### src/rtl/rotate_scanout.sv
// rtl/rotate_scanout.sv - raster scan-out of the rotated double buffer with scaler-oriented timing
module rotate_scanout #(
  parameter int WIDTH   = 320,
  parameter int HEIGHT  = 240,
  parameter int DEPTH   = 8,
  parameter int MARGIN  = 4,
  parameter int AW      = 18,
  parameter int HBL     = 17,
  parameter int VBL_MIN = 16,
  parameter int VBL_MAX = 64
) (
  input  logic             clk,
  input  logic             reset_n,
  input  logic             ce_out,
  input  logic             wr_frame_done,
  input  logic             wr_buf,
  output logic             rd_buf,
  output logic [AW-1:0]    rd_addr,
  input  logic [DEPTH-1:0] rd_data,
  output logic [DEPTH-1:0] video_out,
  output logic             hsync,
  output logic             vsync,
  output logic             hblank,
  output logic             vblank,
  output logic [7:0]       frames_dropped
);

  localparam int LT   = HEIGHT + HBL;
  localparam int YT   = WIDTH + 2 * MARGIN;
  localparam int XCAP = (LT > HEIGHT + 11) ? LT : HEIGHT + 11;
  localparam int VCAP = (VBL_MAX > 12) ? VBL_MAX : 12;
  localparam int XW   = $clog2(XCAP);
  localparam int YW   = $clog2(YT + 1);
  localparam int VW   = $clog2(VCAP + 1);

  localparam logic [XW-1:0] X_LAST = XW'(LT - 1);
  localparam logic [XW-1:0] X_ACT  = XW'(HEIGHT);
  localparam logic [XW-1:0] X_HS0  = XW'(HEIGHT + 8);
  localparam logic [XW-1:0] X_HS1  = XW'(HEIGHT + 10);
  localparam logic [YW-1:0] Y_C0   = YW'(MARGIN);
  localparam logic [YW-1:0] Y_C1   = YW'(WIDTH + MARGIN);
  localparam logic [YW-1:0] Y_LAST = YW'(YT - 1);
  localparam logic [VW-1:0] V_MIN  = VW'(VBL_MIN);
  localparam logic [VW-1:0] V_MAX  = VW'(VBL_MAX);
  localparam logic [VW-1:0] V_S0   = VW'(10);
  localparam logic [VW-1:0] V_S1   = VW'(12);
  localparam logic [AW-1:0] BASE1  = AW'(WIDTH * HEIGHT);

  localparam logic [0:0] ST_VBLANK = 1'b0;
  localparam logic [0:0] ST_ACTIVE = 1'b1;

  if (WIDTH * HEIGHT >= 2 ** AW) begin : g_bad_aw
    $error("rotate_scanout: WIDTH*HEIGHT does not fit in AW address bits");
  end

  logic [0:0]    state;
  logic [XW-1:0] x;
  logic [YW-1:0] y;
  logic [VW-1:0] vl;
  logic          pending;
  logic          pend_buf;

  logic          pix;
  logic          line_end;
  logic          pend_now;
  logic          pbuf_now;
  logic [VW-1:0] vl_inc;
  logic          do_swap;
  logic          do_repeat;

  // A done pulse on the swap clk is folded straight into the swap decision.
  always_comb begin
    pix       = (state == ST_ACTIVE) && (y >= Y_C0) && (y < Y_C1) && (x < X_ACT);
    line_end  = (x == X_LAST);
    pend_now  = pending | wr_frame_done;
    pbuf_now  = wr_frame_done ? wr_buf : pend_buf;
    vl_inc    = vl + VW'(1);
    do_swap   = ce_out && line_end && (state == ST_VBLANK) && (vl_inc >= V_MIN) && pend_now;
    do_repeat = ce_out && line_end && (state == ST_VBLANK) && (vl_inc == V_MAX) && !pend_now;
  end

  always_ff @(posedge clk or negedge reset_n) begin
    if (!reset_n) begin
      state          <= ST_VBLANK;
      x              <= '0;
      y              <= '0;
      vl             <= '0;
      pending        <= 1'b0;
      pend_buf       <= 1'b0;
      rd_buf         <= 1'b0;
      rd_addr        <= '0;
      video_out      <= '0;
      hsync          <= 1'b0;
      vsync          <= 1'b0;
      hblank         <= 1'b1;
      vblank         <= 1'b1;
      frames_dropped <= '0;
    end else begin
      if (do_swap) begin
        pending <= 1'b0;
        rd_buf  <= pbuf_now;
      end else if (wr_frame_done) begin
        pending  <= 1'b1;
        pend_buf <= wr_buf;
        if (pending && frames_dropped != 8'hff) frames_dropped <= frames_dropped + 8'd1;
      end

      if (ce_out) begin
        // Outputs describe the pixel at the current x/y; rd_addr already holds its address.
        video_out <= pix ? rd_data : '0;
        hblank    <= (x >= X_ACT);
        hsync     <= (x >= X_HS0) && (x < X_HS1);
        vblank    <= (state == ST_VBLANK);
        vsync     <= (state == ST_VBLANK) && (vl >= V_S0) && (vl < V_S1);
        if (pix) rd_addr <= rd_addr + AW'(1);

        if (!line_end) begin
          x <= x + XW'(1);
        end else begin
          x <= '0;
          if (state == ST_ACTIVE) begin
            if (y == Y_LAST) begin
              state <= ST_VBLANK;
              vl    <= '0;
            end else begin
              y <= y + YW'(1);
            end
          end else if (do_swap) begin
            rd_addr <= pbuf_now ? BASE1 : '0;
            y       <= '0;
            state   <= ST_ACTIVE;
          end else if (do_repeat) begin
            rd_addr <= rd_buf ? BASE1 : '0;
            y       <= '0;
            state   <= ST_ACTIVE;
          end else begin
            vl <= vl_inc;
          end
        end
      end
    end
  end

endmodule

### config.mk
export PLATFORM = sky130hd
export DESIGN_NAME = rotate_scanout
export DESIGN_NICKNAME = d
export VERILOG_FILES = /design/src/rtl/rotate_scanout.sv
export SDC_FILE = /design/constraint.sdc
export NUM_CORES = 1
export LEC_CHECK = 0
export BUFFER_PORTS_ARGS = -buffer_cell sky130_fd_sc_hd__buf_4
export CORE_MARGIN = 1
export CORE_UTILIZATION = 62
export CTS_CLUSTER_SIZE = 16
export DETAILED_ROUTE_END_ITERATION = 16
export PLACE_DENSITY = 0.86
export SYNTH_ARGS = -nofsm -noshare
export SYNTH_HDL_FRONTEND = slang
export SYNTH_SLANG_ARGS = --single-unit
export TNS_END_PERCENT = 20
### constraint.sdc
create_clock -name clk -period 4.15 [get_ports clk]
set_clock_uncertainty 0.05 [all_clocks]
set_input_delay 0.415 -clock clk [delete_from_list [all_inputs] [get_ports clk]]
set_output_delay 0.415 -clock clk [all_outputs]
set_load 0.02 [all_outputs]
### Word level (Yosys, flattened, before mapping)

Index checks and enable logic that the tools add are counted.

| storage, ports and cells | value |
|---|---|
| register bits | 67 |
| input port bits | 13 |
| output and inout port bits | 39 |
| logic and storage cells | 83 |

| cells by class | value |
|---|---|
| add/subtract/negate cells | 5 |
| magnitude comparators | 9 |
| equality and inequality tests | 8 |
| multiplexer cells | 24 |
| bitwise logic cells | 3 |
| reductions and logical operators | 20 |

Operator list:

| operator | count |
|---|---|
| 2-to-1 mux 18 bit | 5 |
| 2-to-1 mux 9 bit | 5 |
| 2-to-1 mux 17 bit | 2 |
| 2-to-1 mux 7 bit | 4 |
| adder 18 x 1 -> 18 bit (second input constant) | 1 |
| adder 9 x 1 -> 9 bit (second input constant) | 2 |
| == test 9 bit (second input constant) | 2 |
| greater-or-equal comparator 9 x 8 -> 1 bit (second input constant) | 2 |
| less-than comparator 9 x 8 -> 1 bit (second input constant) | 2 |
| logical AND 1 bit | 13 |
| greater-or-equal comparator 9 x 3 -> 1 bit (second input constant) | 1 |
| less-than comparator 9 bit (second input constant) | 1 |
| adder 8 x 1 -> 8 bit (second input constant) | 1 |
| 2-to-1 mux 8 bit | 1 |
| inequality test 8 bit (second input constant) | 1 |
| adder 7 x 1 -> 7 bit (second input constant) | 1 |
| == test 7 bit (second input constant) | 1 |
| greater-or-equal comparator 7 x 4 -> 1 bit (second input constant) | 1 |
| greater-or-equal comparator 7 x 5 -> 1 bit (second input constant) | 1 |
| less-than comparator 7 x 4 -> 1 bit (second input constant) | 1 |
| 2-to-1 mux 1 bit | 7 |
| inequality test 2 bit (second input constant) | 3 |
| AND reduction 5 bit | 1 |
| AND reduction 4 bit | 1 |
| other kinds (8) | 9 |

### Longest topological paths before layout

| depth | value |
|---|---|
| depth in word-level cells | 9 |
| mapped depth | 9 |
| mapped depth without buffers | 8 |

### Worst setup path before layout

No wires, ideal clock.

| timing path | value |
|---|---|
| path kind | register to register |
| start | register y[3] |
| end | register rd_addr[11] |
| setup time | 126 ps |
| data arrival time | 2071 ps |
| required time | 3974 ps |
| path slack | 1902 ps |
| stages on the path, launching flop included | 6 |
| buffers on the path | 0 |
| period minus slack after synthesis | 2248 ps |
| cell sequence | dfrtp_1 > or4_4 > o221a_4 > nor4b_4 > nand3_1 > a311o_1 |

| between the ends | value |
|---|---|
| cells in the longest elaborated chain, start to end | 9 |
| elaborated cells between the ends (all ways) | 10 |
| classes of those cells | order compare (2); mux (5); reduce/logical (3) |

Ends and longest elaborated chain:

| element | line | RTL |
|---|---|---|
| start, declared | 58 | `logic [YW-1:0] y;` |
| start signal, assigned | 126 | `y <= y + YW'(1);` |
| greater-or-equal comparator 9 x 3 -> 1 bit | 73 | `pix = (state == ST_ACTIVE) && (y >= Y_C0) && (y < Y_C1) && (x < X_ACT);` |
| logical AND 1 bit | 73 |  |
| logical AND 1 bit (*) (2 in series) | 73 |  |
| 2-to-1 mux 18 bit (*) | 115 | `if (pix) rd_addr <= rd_addr + AW'(1);` |
| 2-to-1 mux 18 bit | 132 | `end else if (do_repeat) begin` |
| 2-to-1 mux 18 bit | 128 | `end else if (do_swap) begin` |
| 2-to-1 mux 18 bit | 121 | `if (state == ST_ACTIVE) begin` |
| 2-to-1 mux 18 bit (*) | 117 | `if (!line_end) begin` |
| end signal, assigned | 115 |  |
| end signal, assigned | 129 | `rd_addr <= pbuf_now ? BASE1 : '0;` |
| end signal, assigned | 133 | `rd_addr <= rd_buf ? BASE1 : '0;` |
| end, declared | 18 | `output logic [AW-1:0] rd_addr,` |

Every way passes the cells marked *; elsewhere a longest branch is shown, timed or not.
A chain may end at the register's enable or synchronous reset.

### Final worst setup path

| timing path | value |
|---|---|
| start | register x[0] |
| end | register vl[3] |

| between the ends | value |
|---|---|
| cells in the longest elaborated chain, start to end | 7 |
| elaborated cells between the ends (all ways) | 10 |
| classes of those cells | eq/ne (3); reduce/logical (7) |

Ends and longest elaborated chain:

| element | line | RTL |
|---|---|---|
| start, declared | 57 | `logic [XW-1:0] x;` |
| start signal, assigned | 118 | `x <= x + XW'(1);` |
| == test 9 bit (*) | 74 | `line_end = (x == X_LAST);` |
| logical AND 1 bit (2 in series) | 78, 79 |  |
| logical AND 1 bit (on tied branches) (2 in series) | 79, 78 |  |
| inequality test 2 bit (no source line) | - |  |
| AND reduction 5 bit (no source line) (*) | - |  |
| end signal, assigned | 137 | `vl <= vl_inc;` |
| end, declared | 59 | `logic [VW-1:0] vl;` |

Marked as above.

==> results.sh <==
export IMPL_firstDrtPassIters=5
export IMPL_synth_most_common_cell="dfrtp_1"
export IMPL_total_power_mw=1.60
export IMPL_clk_path_buf_depth=2
export IMPL_avgViaCountPerCell=5.99
export IMPL_synth_top_area_share=0.453
export IMPL_cp_max_fo=16
export IMPL_synthToLayoutAreaGrowth_pct=17.2
export IMPL_drt_iter0_drc=239
export IMPL_crit_path_start="x[0]"
export IMPL_grt_pass1_wl_um=13200
export IMPL_yosysTopAreaCell="dfrtp_1"
export IMPL_endpoint_kind="flip-flop"
export IMPL_min_period_ns=2.78
export IMPL_path_class="flip-flop to flip-flop"
export IMPL_root_buffer="clkbuf_8"
export IMPL_required_ns=4.32
export IMPL_ys_ff_latch=67
export IMPL_ys_types=54
export IMPL_cap_violations=0
export IMPL_reg2reg_slack_ns=1.37
export IMPL_fill_cells=411
export IMPL_final_hold_viol_count=0
export IMPL_cts_htree_levels=3
export IMPL_worst_pin_slew_ns=0.837
export IMPL_max_stage_delay_ns=0.53
export IMPL_path_cells="inv_1 -> ha_1 -> nor4b_1 -> and2_1 -> nand4_1 -> nor2_1 -> buf_4 -> o211ai_1"
export IMPL_final_max_slew_viol_count=0
export IMPL_coreArea_mm2=0.00554
export IMPL_power_density_mw_per_mm2=380
export IMPL_r2r_cells=8
export IMPL_worst_ep_arrival_time_ns=2.95
export IMPL_postSynthCellCount=380
export IMPL_die_h_um=78.1
export IMPL_globalplace_congestion=0.855
export IMPL_period_share=0.670
export IMPL_yosys_warnings=0
export IMPL_clk_latency_ns=0.34
export IMPL_synth_flop_cell="dfrtp_1"
export IMPL_drive_above_1_share=0.189
export IMPL_hold_path_class="input port to asynchronous set/reset pin"
export IMPL_drc=0
export IMPL_place_hpwl_um=5290
export IMPL_relSlewSlack=0.442
export IMPL_synthTopCellsByCount="dfrtp_1, nand3_1, nor2_1"
export IMPL_async_flop_share=1.00
export IMPL_postRouteWirelength_um=7730
export IMPL_syn_area_mm2=0.00359
export IMPL_io_buffer_count=51
export IMPL_nNetsFinal=450
export IMPL_antenna_cells=0
export IMPL_ir_drop_v=0.000389
export IMPL_fin_tns_setup_ns=0
export IMPL_wl_per_cell_um=15.3
export IMPL_r2r_end="vl[3]"
export IMPL_r2r_start="x[0]"
export IMPL_cts_tree="built"
export IMPL_grt_pass1_vias=2842
export IMPL_synth_edff_count=0
export IMPL_die_w_um=78.1
export IMPL_initial_utilization=0.648
export IMPL_hold_buffers=0
export IMPL_ant_nets=0
export IMPL_dieArea_mm2=0.00610
export IMPL_synth_nets=402
export IMPL_cts_setup_buffers=0
export IMPL_syn_area_per_cell_um2=9.45
export IMPL_synth_area_leaders="dfrtp_1, nand3_1, xor2_1, nor2_1, ha_1"
export IMPL_fmax_ghz=0.360
export IMPL_grt_max_degree=68
export IMPL_crit_path_top_delay_cell="nor2_1"
export IMPL_finalSetupViolCount=0
export IMPL_vias=3026
export IMPL_floorplan_rows=27
export IMPL_yosysSeqAreaShare=0.468
export IMPL_cts_sinks=67
export IMPL_io_pins=52
export IMPL_critPathLaunchType="flip-flop"
export IMPL_track_usage=0.279
export IMPL_rsz0062_at_grt="false"
export IMPL_grt_overflow=0
export IMPL_cts_buffers=9
export IMPL_antenna_found_initial=0
export IMPL_leakage_nw=1.97
export IMPL_cts_resized=0
export IMPL_clkTransAtPathRegs_ns=0.07
export IMPL_outcome="completed"
-- cells by family (layout without fill, tap and decap cells) --
family	count (synthesis)	in the layout	share of synthesized area
buffers and inverters	33	86	0.0373
adder cells (fa/ha/maj)	9	9	0.0314
flip-flops	67	67	0.468
AO/OA/AOI/OAI	57	57	0.110
XOR/XNOR	32	32	0.0781
AND/OR/NAND/NOR	178	178	0.263
multiplexers	4	4	0.0119
-- worst max-delay path by stage --
stage | end | slack (ns) | cells past startpoint
2_1_floorplan | rd_addr[11] | 1.90 | 5
3_3_place_gp | vl[2] | 1.51 | 6
3_5_place_dp | vl[5] | 1.37 | 6
4_1_cts | vl[3] | 1.38 | 8
5_1_grt | vl[4] | 1.08 | 8
6_report | vl[3] | 1.37 | 8
-- final cells by class --
class	count	area [µm²]	area share
clock inverter	4	48.8	0.0116
inverter	18	67.6	0.0161
timing repair buffer	52	390	0.0928
clock buffer	12	155	0.0369
multi-input combinational	280	1780	0.422
tap	72	90.1	0.0214
sequential	67	1680	0.399
-- registers in the layout, indices dropped and copies added (netlist names) --
name	flops
frames_dropped	8
state	1
rd_buf	1
y	9
rd_addr	18
pending	1
vblank	1
video_out	8
pend_buf	1
hblank	1
vl	7
hsync	1
x	9
vsync	1
-- layout by cell type, fill, tap and decap left out, types with 3 or more instances in the layout --
| cell | count |
|---|---|
| dfrtp_1 | 65 |
| buf_4 | 52 |
| nand3_1 | 41 |
| nor2_1 | 41 |
| nand2_1 | 30 |
| xor2_1 | 22 |
| o21ai_0 | 19 |
| inv_1 | 18 |
| nand4_1 | 13 |
| clkbuf_8 | 11 |
| xnor2_1 | 10 |
| ha_1 | 9 |
| and3_1 | 8 |
| a21oi_1 | 7 |
| and2_1 | 6 |
| nor3_1 | 6 |
| o211ai_1 | 6 |
| and4_1 | 4 |
| a21o_1 | 4 |
| nand3b_1 | 4 |
| or3_1 | 3 |
| o31ai_1 | 3 |
| or4_1 | 3 |
| or2_2 | 3 |
| nand2b_1 | 3 |
-- where the power goes --
group / switching (mW) / internal (mW)
clock network: 0.243 / 0.309
logic: 0.137 / 0.114
registers: 0.0812 / 0.715
total: 0.461 / 1.14
-- metrics by stage --
step           cell area (µm²)   util  hold slack [ns]  cells  setup WS [ns]
6_report                  4210  0.759            0.109    505           1.37
5_1_grt                   4210  0.759            0.207    505           1.08
4_1_cts                   4210  0.759            0.150    505           1.38
3_5_place_dp              4000  0.723            0.429    489           1.37
3_3_place_gp              4000  0.723            0.422    489           1.51
2_1_floorplan             3590      -           0.0694    380           1.90
-- critical path: cells and delay by family, from the launching register on --
kind	cells	cell delay, ns
and+or+nand+nor	4	1.52
buffers and inverters	2	0.41
DFF	1	0.41
adders and majority gates	1	0.15
AOI/OAI and AO/OA	1	0.12
-- layer usage --
layer	vias up	wire length, µm	track usage
met3	25	389	0.0535
li1	1441	-	-
met1	1471	3470	0.378
met2	89	3680	0.431
met5	-	0	0
met4	0	197	0.137
No activity file was read; power rests on OpenSTA's default activity.
